$ cat src/rtl/fp_accum_ctrl_if.sv
// fp_accum_ctrl_if: operand stream, adder initiator and result stream signals
interface fp_accum_ctrl_if #(parameter int CNT_W = 16);
  logic [31:0]      In_Data;
  logic             In_Valid;
  logic             In_Last;
  logic             In_Ready;
  logic [31:0]      Add_A;
  logic [31:0]      Add_B;
  logic             Add_En;
  logic [31:0]      Add_Sum;
  logic             Add_Ready;
  logic [31:0]      Out_Sum;
  logic [CNT_W-1:0] Out_Count;
  logic             Out_Error;
  logic             Out_Valid;
  logic             Out_Ready;
  logic             Busy;
  modport master (
    input  In_Data, In_Valid, In_Last, Add_Sum, Add_Ready, Out_Ready,
    output In_Ready, Add_A, Add_B, Add_En, Out_Sum, Out_Count, Out_Error, Out_Valid, Busy
  );
  modport slave (
    output In_Data, In_Valid, In_Last, Add_Sum, Add_Ready, Out_Ready,
    input  In_Ready, Add_A, Add_B, Add_En, Out_Sum, Out_Count, Out_Error, Out_Valid, Busy
  );
endinterface

$ cat src/rtl/fp_accum_ctrl.sv
// fp_accum_ctrl: streams binary32 operands through an external adder, returns sum/count/error
module fp_accum_ctrl #(
  parameter int TIMEOUT_CYCLES = 64,
  parameter int CNT_W          = 16
) (
  input logic         clk,
  input logic         reset,
  fp_accum_ctrl_if.master bus
);
  localparam int TO_W = $clog2(TIMEOUT_CYCLES + 1);
  typedef enum logic [2:0] {IDLE, FETCH, ISSUE, WAIT, OUTPUT} state_t;
  state_t           state_q, state_d;
  logic [31:0]      acc_q, acc_d, a_q, a_d, b_q, b_d;
  logic [CNT_W-1:0] cnt_q, cnt_d, cnt_inc;
  logic [TO_W-1:0]  to_q, to_d;
  logic             err_q, err_d, last_q, last_d, drain_q, drain_d, rdy_q;
  logic             accept, timeout;
  assign accept  = bus.In_Valid & rdy_q;
  assign cnt_inc = &cnt_q ? cnt_q : cnt_q + 1'b1;
  assign timeout = to_q == TO_W'(TIMEOUT_CYCLES - 1);
  assign bus.In_Ready  = rdy_q;
  assign bus.Add_A     = a_q;
  assign bus.Add_B     = b_q;
  assign bus.Add_En    = state_q == ISSUE;
  assign bus.Out_Valid = state_q == OUTPUT;
  assign bus.Out_Sum   = state_q == OUTPUT ? acc_q : '0;
  assign bus.Out_Count = state_q == OUTPUT ? cnt_q : '0;
  assign bus.Out_Error = state_q == OUTPUT && err_q;
  assign bus.Busy      = state_q != IDLE;
  // next-state: accept operands, issue one add per operand, capture or time out, drain after error
  always_comb begin
    state_d = state_q;
    acc_d   = acc_q;
    a_d     = a_q;
    b_d     = b_q;
    cnt_d   = cnt_q;
    to_d    = to_q;
    err_d   = err_q;
    last_d  = last_q;
    drain_d = drain_q;
    case (state_q)
      IDLE: if (accept) begin
        acc_d   = bus.In_Data;
        cnt_d   = CNT_W'(1);
        err_d   = 1'b0;
        drain_d = 1'b0;
        state_d = bus.In_Last ? OUTPUT : FETCH;
      end
      FETCH: if (accept) begin
        cnt_d = cnt_inc;
        if (drain_q) state_d = bus.In_Last ? OUTPUT : FETCH;
        else begin
          a_d     = acc_q;
          b_d     = bus.In_Data;
          last_d  = bus.In_Last;
          state_d = ISSUE;
        end
      end
      ISSUE: begin
        to_d    = '0;
        state_d = WAIT;
      end
      WAIT: begin
        to_d = to_q + 1'b1;
        if (to_q != '0 && bus.Add_Ready) begin
          acc_d   = bus.Add_Sum;
          state_d = last_q ? OUTPUT : FETCH;
        end else if (timeout) begin
          err_d   = 1'b1;
          drain_d = !last_q;
          state_d = last_q ? OUTPUT : FETCH;
        end
      end
      OUTPUT: if (bus.Out_Ready) state_d = IDLE;
      default: state_d = IDLE;
    endcase
  end
  // state and datapath registers; input ready is registered so it stays low during reset
  always_ff @(posedge clk or negedge reset) begin
    if (!reset) begin
      state_q <= IDLE;
      acc_q   <= '0;
      a_q     <= '0;
      b_q     <= '0;
      cnt_q   <= '0;
      to_q    <= '0;
      err_q   <= 1'b0;
      last_q  <= 1'b0;
      drain_q <= 1'b0;
      rdy_q   <= 1'b0;
    end else begin
      state_q <= state_d;
      acc_q   <= acc_d;
      a_q     <= a_d;
      b_q     <= b_d;
      cnt_q   <= cnt_d;
      to_q    <= to_d;
      err_q   <= err_d;
      last_q  <= last_d;
      drain_q <= drain_d;
      rdy_q   <= state_d == IDLE || state_d == FETCH;
    end
  end
endmodule

$ cat src/flat_wrapper.sv
// flat-port wrapper written by rule: the top's interface ports become plain ports
module fp_accum_ctrl_flat 
#(
  parameter int TIMEOUT_CYCLES = 64,
  parameter int CNT_W          = 16
)
  (clk, reset, bus_In_Data, bus_In_Valid, bus_In_Last, bus_Add_Sum, bus_Add_Ready, bus_Out_Ready, bus_In_Ready, bus_Add_A, bus_Add_B, bus_Add_En, bus_Out_Sum, bus_Out_Count, bus_Out_Error, bus_Out_Valid, bus_Busy);
  fp_accum_ctrl_if #(.CNT_W(CNT_W)) bus_i ();
  input logic clk;
  input logic reset;
  input wire logic [$bits(bus_i.In_Data)-1:0] bus_In_Data;
  input wire logic [$bits(bus_i.In_Valid)-1:0] bus_In_Valid;
  input wire logic [$bits(bus_i.In_Last)-1:0] bus_In_Last;
  input wire logic [$bits(bus_i.Add_Sum)-1:0] bus_Add_Sum;
  input wire logic [$bits(bus_i.Add_Ready)-1:0] bus_Add_Ready;
  input wire logic [$bits(bus_i.Out_Ready)-1:0] bus_Out_Ready;
  output wire logic [$bits(bus_i.In_Ready)-1:0] bus_In_Ready;
  output wire logic [$bits(bus_i.Add_A)-1:0] bus_Add_A;
  output wire logic [$bits(bus_i.Add_B)-1:0] bus_Add_B;
  output wire logic [$bits(bus_i.Add_En)-1:0] bus_Add_En;
  output wire logic [$bits(bus_i.Out_Sum)-1:0] bus_Out_Sum;
  output wire logic [$bits(bus_i.Out_Count)-1:0] bus_Out_Count;
  output wire logic [$bits(bus_i.Out_Error)-1:0] bus_Out_Error;
  output wire logic [$bits(bus_i.Out_Valid)-1:0] bus_Out_Valid;
  output wire logic [$bits(bus_i.Busy)-1:0] bus_Busy;
  assign bus_i.In_Data = bus_In_Data;
  assign bus_i.In_Valid = bus_In_Valid;
  assign bus_i.In_Last = bus_In_Last;
  assign bus_i.Add_Sum = bus_Add_Sum;
  assign bus_i.Add_Ready = bus_Add_Ready;
  assign bus_i.Out_Ready = bus_Out_Ready;
  assign bus_In_Ready = bus_i.In_Ready;
  assign bus_Add_A = bus_i.Add_A;
  assign bus_Add_B = bus_i.Add_B;
  assign bus_Add_En = bus_i.Add_En;
  assign bus_Out_Sum = bus_i.Out_Sum;
  assign bus_Out_Count = bus_i.Out_Count;
  assign bus_Out_Error = bus_i.Out_Error;
  assign bus_Out_Valid = bus_i.Out_Valid;
  assign bus_Busy = bus_i.Busy;
  fp_accum_ctrl #(.TIMEOUT_CYCLES(TIMEOUT_CYCLES), .CNT_W(CNT_W)) u_core (.clk(clk), .reset(reset), .bus(bus_i));
endmodule
$ cat config.mk
export PLATFORM = sky130hd
export DESIGN_NAME = fp_accum_ctrl_flat
export DESIGN_NICKNAME = d
export VERILOG_FILES = /design/src/rtl/fp_accum_ctrl_if.sv /design/src/rtl/fp_accum_ctrl.sv /design/src/flat_wrapper.sv
export SDC_FILE = /design/constraint.sdc
export NUM_CORES = 1
export LEC_CHECK = 0
export BUFFER_PORTS_ARGS = -buffer_cell sky130_fd_sc_hd__buf_2
export CELL_PAD_IN_SITES_DETAIL_PLACEMENT = 2
export CELL_PAD_IN_SITES_GLOBAL_PLACEMENT = 2
export CORE_AREA = 5 5 154 119
export CTS_BUF_LIST = sky130_fd_sc_hd__clkbuf_2 sky130_fd_sc_hd__clkbuf_4 sky130_fd_sc_hd__clkbuf_8
export CTS_CLUSTER_DIAMETER = 100
export DETAILED_ROUTE_END_ITERATION = 10
export DIE_AREA = 0 0 159 124
export MAX_ROUTING_LAYER = met4
export PLACE_DENSITY_LB_ADDON = 0.12
export REMOVE_ABC_BUFFERS = 1
export SLEW_MARGIN = 30
export SYNTH_ARGS = -nofsm -noshare
export SYNTH_HDL_FRONTEND = slang
export SYNTH_SLANG_ARGS = --single-unit
$ cat constraint.sdc
create_clock -name clk -period 3.9 [get_ports clk]
set_input_delay 0.39 -clock clk [delete_from_list [all_inputs] [get_ports clk]]
set_output_delay 0.39 -clock clk [all_outputs]
set_load 0.03 [all_outputs]
==> results of run 1 <==
## Yosys cell counts, types with 3 or more instances
library cell	number
and3_1	3
buf_2	8
buf_4	4
buf_6	3
nor3_1	4
dfrtp_1	126
clkbuf_1	10
nand3_1	12
mux2_2	129
a21oi_1	13
and2_1	51
ha_1	3
nand4_1	7
or3_1	3
nor2_1	8
inv_1	5
o21ai_0	12
nand2_1	24
a211oi_1	6
mux2i_1	13
nand2b_1	11
## final timing paths
path                              startpoint                   to  slack [ns]  cells past startpoint
max reg2reg                u_core.state_q[0]  u_core.bus.Add_A[6]        1.23                      6
max in group asynchronous              reset      u_core.acc_q[4]        2.55                      3
max                        u_core.state_q[0]  u_core.bus.Add_A[6]        1.23                      6
min reg2reg                     u_core.err_q         u_core.err_q        0.50                      2
min in group asynchronous              reset       u_core.to_q[3]        0.57                      2
min                           bus_In_Data[0]  u_core.bus.Add_B[0]        0.19                      2
## timing repair
item / in CTS / in global routing
endpoints found under the hold margin: 5 / 0
hold buffers: 1 / 0
buffers inserted: 0 / 0
## per-stage QoR
step	power, W	cell area, µm²	setup TNS, ns	util [%]
3_5_place_dp	0.00528	7210	0	43.5
3_3_place_gp	0.00509	7170	0	43.3
5_1_grt	0.00695	7690	0	46.4
2_1_floorplan	0.00425	5870	-43.37	-
6_report	0.00656	7690	0	46.4
4_1_cts	0.00665	7680	0	46.4
## metal layers
metal | part of all wire [%] | up-vias | wire length [µm] | global-route usage (%)
li1 | - | 2086 | - | -
met1 | 45 | 2305 | 8320 | 24.1
met2 | 48 | 124 | 8750 | 30.7
met3 | 5.6 | 15 | 1020 | 5.66
met4 | 1.1 | 0 | 206 | 5.75
met5 | 0 | - | 0 | -
## where the power goes
part | leakage, nW | switching [W] | internal, W | total, W
Clock | 0.222 | 0.000555 | 0.000768 | 0.00132
Sequential | 1.54 | 0.000415 | 0.00190 | 0.00231
Combinational | 1.91 | 0.00174 | 0.00119 | 0.00292
Total | 3.67 | 0.00271 | 0.00385 | 0.00656
## layout make-up
type / instances / share of cell area [%]
sequential: 126 / 41.0
clock buffer: 18 / 3.14
multi-input combinational: 325 / 35.5
inverter: 5 / 0.244
tap: 215 / 3.50
clock inverter: 14 / 2.83
timing repair buffer: 197 / 13.8
## state kept, by name, indices dropped and copies added (netlist names)
| register | count |
|---|---|
| u_core.acc_q | 32 |
| u_core.bus.Add_B | 32 |
| u_core.cnt_q | 16 |
| u_core.drain_q | 1 |
| u_core.last_q | 1 |
| u_core.err_q | 1 |
| u_core.bus.Add_A | 32 |
| u_core.bus.In_Ready | 1 |
| u_core.state_q | 3 |
| u_core.to_q | 7 |
## worst max-delay path: stages (launching register included)
cell and delay, ns:
dfrtp_1 0.57, nor3b_2 0.25, buf_4 0.23, nand3_1 0.21, nor2_4 0.12, buf_4 0.68
mux2_2 0.42
## cells by family (layout without fill, tap and decap cells)
group                    Yosys count  count (layout)  synth area share, %
AO/OA/AOI/OAI                     44              44                 4.81
adder cells (fa/ha/maj)            3               3                0.624
buffers and inverters             30             234                 2.66
flip-flops                       126             126                 52.4
multiplexers                     142             142                 26.3
AND/OR/NAND/NOR                  136             136                 13.1
==> parameters.txt, run 1 <==
Parameter                              Value

Clock tree
  Clock tree from TritonCTS ... yes
  Deepest clock path buffer count ... 2
  Post-CTS resize count ... 0
  Num Clock Sinks ... 126
  Cell at the root of the clock tree ... clkbuf_8
  Htree depth ... 4
  CTS clk-pin slew, worst paths ... 0.08 ns
  Inserted Clock Buffers ... 17
  Worst skew pair latency ... 0.45 ns

Layout
  Combined flip-flop and latch cell area ... between 3000 and 4000 µm²
  Fraction of final layout cells with drive strength greater than 1 ... a little over half
  Post-route non-filler standard cell count ... 900
  Commonest non-fill, non-tap cell in the layout ... buf_2
  Post-layout nets ... 745
  Most frequent cells in the layout ... buf_2 (185), mux2_2 (129), dfrtp_1 (126)
  Synth-to-Final Area Change ... 27.9%
  Antenna diode count ... 0
  # fillers ... 1720
  Area occupied by multi-input gates ... 2730 µm²

Logic synthesis
  Number of synthesized flops with an enable pin ... 0
  Most used flip-flop cell after synthesis ... dfrtp_1
  YS warnings ... 0
  Synth top area share ... a little over half
  Cell Area, Synth ... between 6000 and 7000 µm²
  Most area-hungry cell type in the Yosys netlist ... dfrtp_1
  Largest cells by area after synthesis ... dfrtp_1 (52%), mux2_2 (24%), and2_1 (5.3%)
  Number of distinct library cells after synthesis ... 42
  Async set-or-reset flop fraction in the synthesized netlist ... 100%
  Register bit count reported by yosys ... between 100 and 150
  Avg Synthesized Cell Area ... approximately 12 µm²
  Sequential-to-total area share from yosys stat ... 52.4%
  Number of standard cells after synthesis ... 481

Global route
  Wire length of the first global-routing pass ... 29100 µm
  Via count of the first global-routing pass ... 5147
  Antenna violations before repair ... 0
  Total global routing overflow ... 0
  Maximum number of pins on one net before global-route repair ... 77
  Tot GR Track Use ... 19.3%

Placement
  Placed Cells ... a little under 900
  Weighted congestion at the end of routability-driven global placement ... between 0.7 and 0.8
  Placement-stage worst setup slack ... 1.22 ns
  HPWL Detailed ... 12700 µm
  IO Port Bufs ... approximately 190

Die
  Rows ... 41
  Total core area ... about 17000 µm²
  Effective utilization at floorplan ... a little over a third
  Boundary Pins ... 187
  Die outline width ... 159 µm
  Height of the die ... 124 µm
  Die footprint ... just under 20000 µm²

STA
  Count of final max-slew check failures ... 0
  Worst hold-check slack ... ~0.19 ns
  Actual transition at the worst max-transition pin ... just over 0.9 ns
  FMAX ... roughly 380 MHz
  Worst clock skew ... around 0.012 ns
  Hold violation count in the final report ... 0
  Endpoints failing setup ... 0
  Minimum setup slack in the final design ... roughly 1.2 ns
  Final critical-path share of the clock period ... about two thirds
  Min cycle time layout ... 2.67 ns
  Slew Limit Headroom ... about two fifths
  Setup repair after global routing missed its margin ... false

Routing
  DR DRC count ... 0
  Count of TritonRoute iterations in the first routing pass ... 4
  Residual antenna-violating net count after detailed routing ... 0
  Detailed-route wire length per cell ... 20.3 µm
  Violation count after the first detailed-routing iteration ... 144
  Final routed wirelength across all metal layers ... 18300 µm
  Via Count ... around 4500
  Per-cell via count in the routed design ... around 5.0

Flow run
  Max cap viols ... 0

Worst setup path
  Critical path required time ... 4.23 ns
  Setup CP Type ... reg2reg
  Worst Setup End Kind ... register
  Data arrival, critical path ... 3.00 ns
  Maximum net fanout on the critical path ... 66
  Critical Path Start Type ... register

Min path
  Hold/Removal Path Class ... in2reg

Power and ir drop
  Leak pwr ... approximately 3.7 nW
  Peak VDD IR ... 0.305 mV
  Power density over the cells ... roughly 850 nW/µm²

Outcome
  Run status ... finished, final reports clean
Power figures use the tool's default switching activity.
==> run 2: changes to the inputs <==
--- a/config.mk
+++ b/config.mk
@@ -8,11 +8,11 @@
 export BUFFER_PORTS_ARGS = -buffer_cell sky130_fd_sc_hd__buf_2
 export CELL_PAD_IN_SITES_DETAIL_PLACEMENT = 2
 export CELL_PAD_IN_SITES_GLOBAL_PLACEMENT = 2
-export CORE_AREA = 5 5 154 119
+export CORE_AREA = 5 5 167 129
 export CTS_BUF_LIST = sky130_fd_sc_hd__clkbuf_2 sky130_fd_sc_hd__clkbuf_4 sky130_fd_sc_hd__clkbuf_8
 export CTS_CLUSTER_DIAMETER = 100
 export DETAILED_ROUTE_END_ITERATION = 10
-export DIE_AREA = 0 0 159 124
+export DIE_AREA = 0 0 172 134
 export MAX_ROUTING_LAYER = met4
 export PLACE_DENSITY_LB_ADDON = 0.12
 export REMOVE_ABC_BUFFERS = 1
==> constraint.sdc (replaced) <==
create_clock -name clk -period 2.15 [get_ports clk]
set_input_delay 0.215 -clock clk [delete_from_list [all_inputs] [get_ports clk]]
set_output_delay 0.215 -clock clk [all_outputs]
set_load 0.03 [all_outputs]
==> run 2 against run 1 <==
Compared with the run above: global-route usage shrank 2.5 points; combinational power grew 96%; sequential cell count is the same; critical path type is now reg2out; via count grew 5.6%; clock-buffer cell count is the same; critical path depth is the same; clock skew grew 0.0048 ns; first-iteration DRC count grew 0.69%; wire length grew 8.1%; largest cell class unchanged.
==> parameters.txt, run 2 (synthesized netlist as in run 1, its figures left out) <==
Parameter                              Value

Worst setup path
  Maximum net fanout on the critical path ... 7 (was 66)
  Cell-by-cell listing of the critical path ... buf_6, nor3b_4, buf_6, clkbuf_16, and2_1, buf_4 (was nor3b_2, buf_4, nand3_1, nor2_4, buf_4, mux2_2)
  Standard cell with the maximum stage delay on the critical path ... dfrtp_1 (was buf_4)
  Biggest cell delay along the critical path ... 0.40 ns (was 0.68 ns)
  Setup CP Type ... reg2out (was reg2reg)
  Data arrival, critical path ... 1.88 ns (was 3.00 ns)
  Worst Setup End Kind ... output port (was register)
  Most used cell along the critical path ... buf_6 (was buf_4)
  Critical Path Start Type ... register (unchanged)
  Critical path required time ... 1.93 ns (was 4.23 ns)

STA
  Worst clock skew ... 0.0171 ns (was 0.0123 ns)
  Count of final max-slew check failures ... 0 (unchanged)
  Slew Limit Headroom ... 63.1% (was 38.9%)
  FMAX ... 478 MHz
  Setup repair after global routing missed its margin ... true (was false)
  Min cycle time layout ... 2.09 ns
  Actual transition at the worst max-transition pin ... 0.554 ns (was 0.917 ns)
  Final critical-path share of the clock period ... 97.3%
  Endpoints failing setup ... 0 (unchanged)
  Minimum setup slack in the final design ... 0.0585 ns (was 1.23 ns)
  Hold violation count in the final report ... 0 (unchanged)

Power and ir drop
  Power density over the cells ... 1450 nW/µm² (was 853 nW/µm²)
  Peak VDD IR ... 0.511 mV (was 0.305 mV)
  Leak pwr ... 3.95 nW (was 3.67 nW)

Routing
  Via Count ... 4785 (was 4530)
  Detailed-route wire length per cell ... 19.9 µm (was 20.3 µm)
  Wire length on met1 ... 8620 µm (was 8320 µm)
  Wire length on met3 ... 1120 µm (was 1020 µm)
  Final routed wirelength across all metal layers ... 19800 µm (was 18300 µm)
  Topmost layer with routed signal wires ... met4 (unchanged)
  Violation count after the first detailed-routing iteration ... 145 (was 144)
  Routed length on met2 ... 9770 µm (was 8750 µm)
  Residual antenna-violating net count after detailed routing ... 0 (unchanged)
  Per-cell via count in the routed design ... 4.82 (was 5.03)
  Count of TritonRoute iterations in the first routing pass ... 4 (unchanged)
  DR DRC count ... 0 (unchanged)

Clock tree
  Htree depth ... 4 (unchanged)
  Cell at the root of the clock tree ... clkbuf_8 (unchanged)
  Worst skew pair latency ... 0.45 ns (about the same)
  Deepest clock path buffer count ... 2 (unchanged)
  Inserted Clock Buffers ... 17 (unchanged)
  Num Clock Sinks ... 126 (unchanged)
  Clock tree from TritonCTS ... yes (unchanged)
  CTS clk-pin slew, worst paths ... 0.08 ns (about the same)

Die
  Rows ... 45 (was 41)
  Height of the die ... 134 µm (was 124 µm)
  Effective utilization at floorplan ... 30.3% (was 36.3%)
  Die outline width ... 172 µm (was 159 µm)
  Die footprint ... 23000 µm² (was 19700 µm²)
  Boundary Pins ... 187 (unchanged)
  Total core area ... 19800 µm² (was 16600 µm²)

Global route
  Maximum number of pins on one net before global-route repair ... 73 (was 77)
  Antenna violations before repair ... 0 (unchanged)
  Wire length of the first global-routing pass ... 29500 µm (was 29100 µm)
  Via count of the first global-routing pass ... 5301 (was 5147)
  Total global routing overflow ... 0 (unchanged)
  Tot GR Track Use ... 16.8% (was 19.3%)

Layout
  Most frequent cells in the layout ... buf_2 (140), mux2_2 (129), dfrtp_1 (126) (was buf_2 (185), mux2_2 (129), dfrtp_1 (126))
  Antenna diode count ... 0 (unchanged)
  Fraction of final layout cells with drive strength greater than 1 ... 53.7% (was 53.4%)
  Combined flip-flop and latch cell area ... 3150 µm² (unchanged)
  Area occupied by multi-input gates ... 2760 µm² (was 2730 µm²)
  Post-route non-filler standard cell count ... 992 (was 900)
  Synth-to-Final Area Change ... 41.5% (was 27.9%)
  # fillers ... 2077 (was 1720)
  Post-layout nets ... 794 (was 745)
  Commonest non-fill, non-tap cell in the layout ... buf_2 (unchanged)
  Core occupancy in the finished layout ... 42.9% (was 46.4%)

Placement
  HPWL Detailed ... 13300 µm (was 12700 µm)
  Placement-stage worst setup slack ... 0.0249 ns (was 1.22 ns)
  Placed Cells ... 921 (was 867)
  Weighted congestion at the end of routability-driven global placement ... 0.774 (was 0.787)
  IO Port Bufs ... 186 (unchanged)

Outcome
  Run status ... finished, final reports clean (unchanged)

Flow run
  Max cap viols ... 0 (unchanged)

Min path
  Hold/Removal Path Class ... in2reg (unchanged)
[run 2: layer usage]
| metal | up-vias | global-route usage, % |
|---|---|---|
| met4 | 0 | 4.19 |
| met1 | 2447 | 20.8 |
| met3 | 20 | 4.18 |
| li1 | 2199 | - |
| met5 | - | - |
| met2 | 119 | 27.6 |
[run 2: layout make-up]
class,count,area share [%]
sequential,126,37.1
multi-input combinational,325,32.4
timing repair buffer,246,21.0
tap,258,3.79
clock buffer,18,2.84
clock inverter,14,2.71
inverter,5,0.221
[run 2: final timing paths]
path                                        end  cells after the start           startpoint  slack, ns
setup / recovery                bus_Out_Sum[19]                      6    u_core.state_q[0]       0.06
hold / removal             u_core.bus.Add_B[24]                      2      bus_In_Data[24]       0.03
setup reg to reg               u_core.acc_q[31]                      7       u_core.to_q[1]       0.06
hold reg to reg             u_core.bus.Add_A[8]                      1  u_core.bus.Add_A[8]       0.51
max in group asynchronous      u_core.acc_q[14]                      3                reset       1.46
min in group asynchronous        u_core.to_q[4]                      3                reset       0.31
[run 2: critical path: cells and delay by family, from the launching register on]
kind                   cells  cell delay, ns
buffers and inverters      4            0.70
DFF                        1            0.40
and+or+nand+nor            2            0.33
[run 2: power breakdown]
part	switching, W	internal [W]	leakage (nW)
clock network	0.00108	0.00142	0.235
registers	0.000711	0.00344	1.54
logic	0.00328	0.00244	2.18
[run 2: per-stage QoR]
stage                     TNS, ns  hold slack, ns  total power (W)  instance area (µm²)
after global placement          0           0.251          0.00942                 7370
after CTS                       0        0.000261           0.0123                 8230
after detailed placement        0           0.258          0.00967                 7370
after global routing       -0.294       -0.000913           0.0131                 8510
after floorplan           -259.17         -0.0806          0.00771                 5870
final                           0          0.0327           0.0124                 8510
[run 2: repair_timing]
item	4_1_cts	5_1_grt
endpoints found under the setup margin	50	84
hold buffers	27	1
gates cloned	1	5
endpoints found under the hold margin	152	1
setup buffers	2	3
pin swaps	1	0
gates resized for setup	32	71
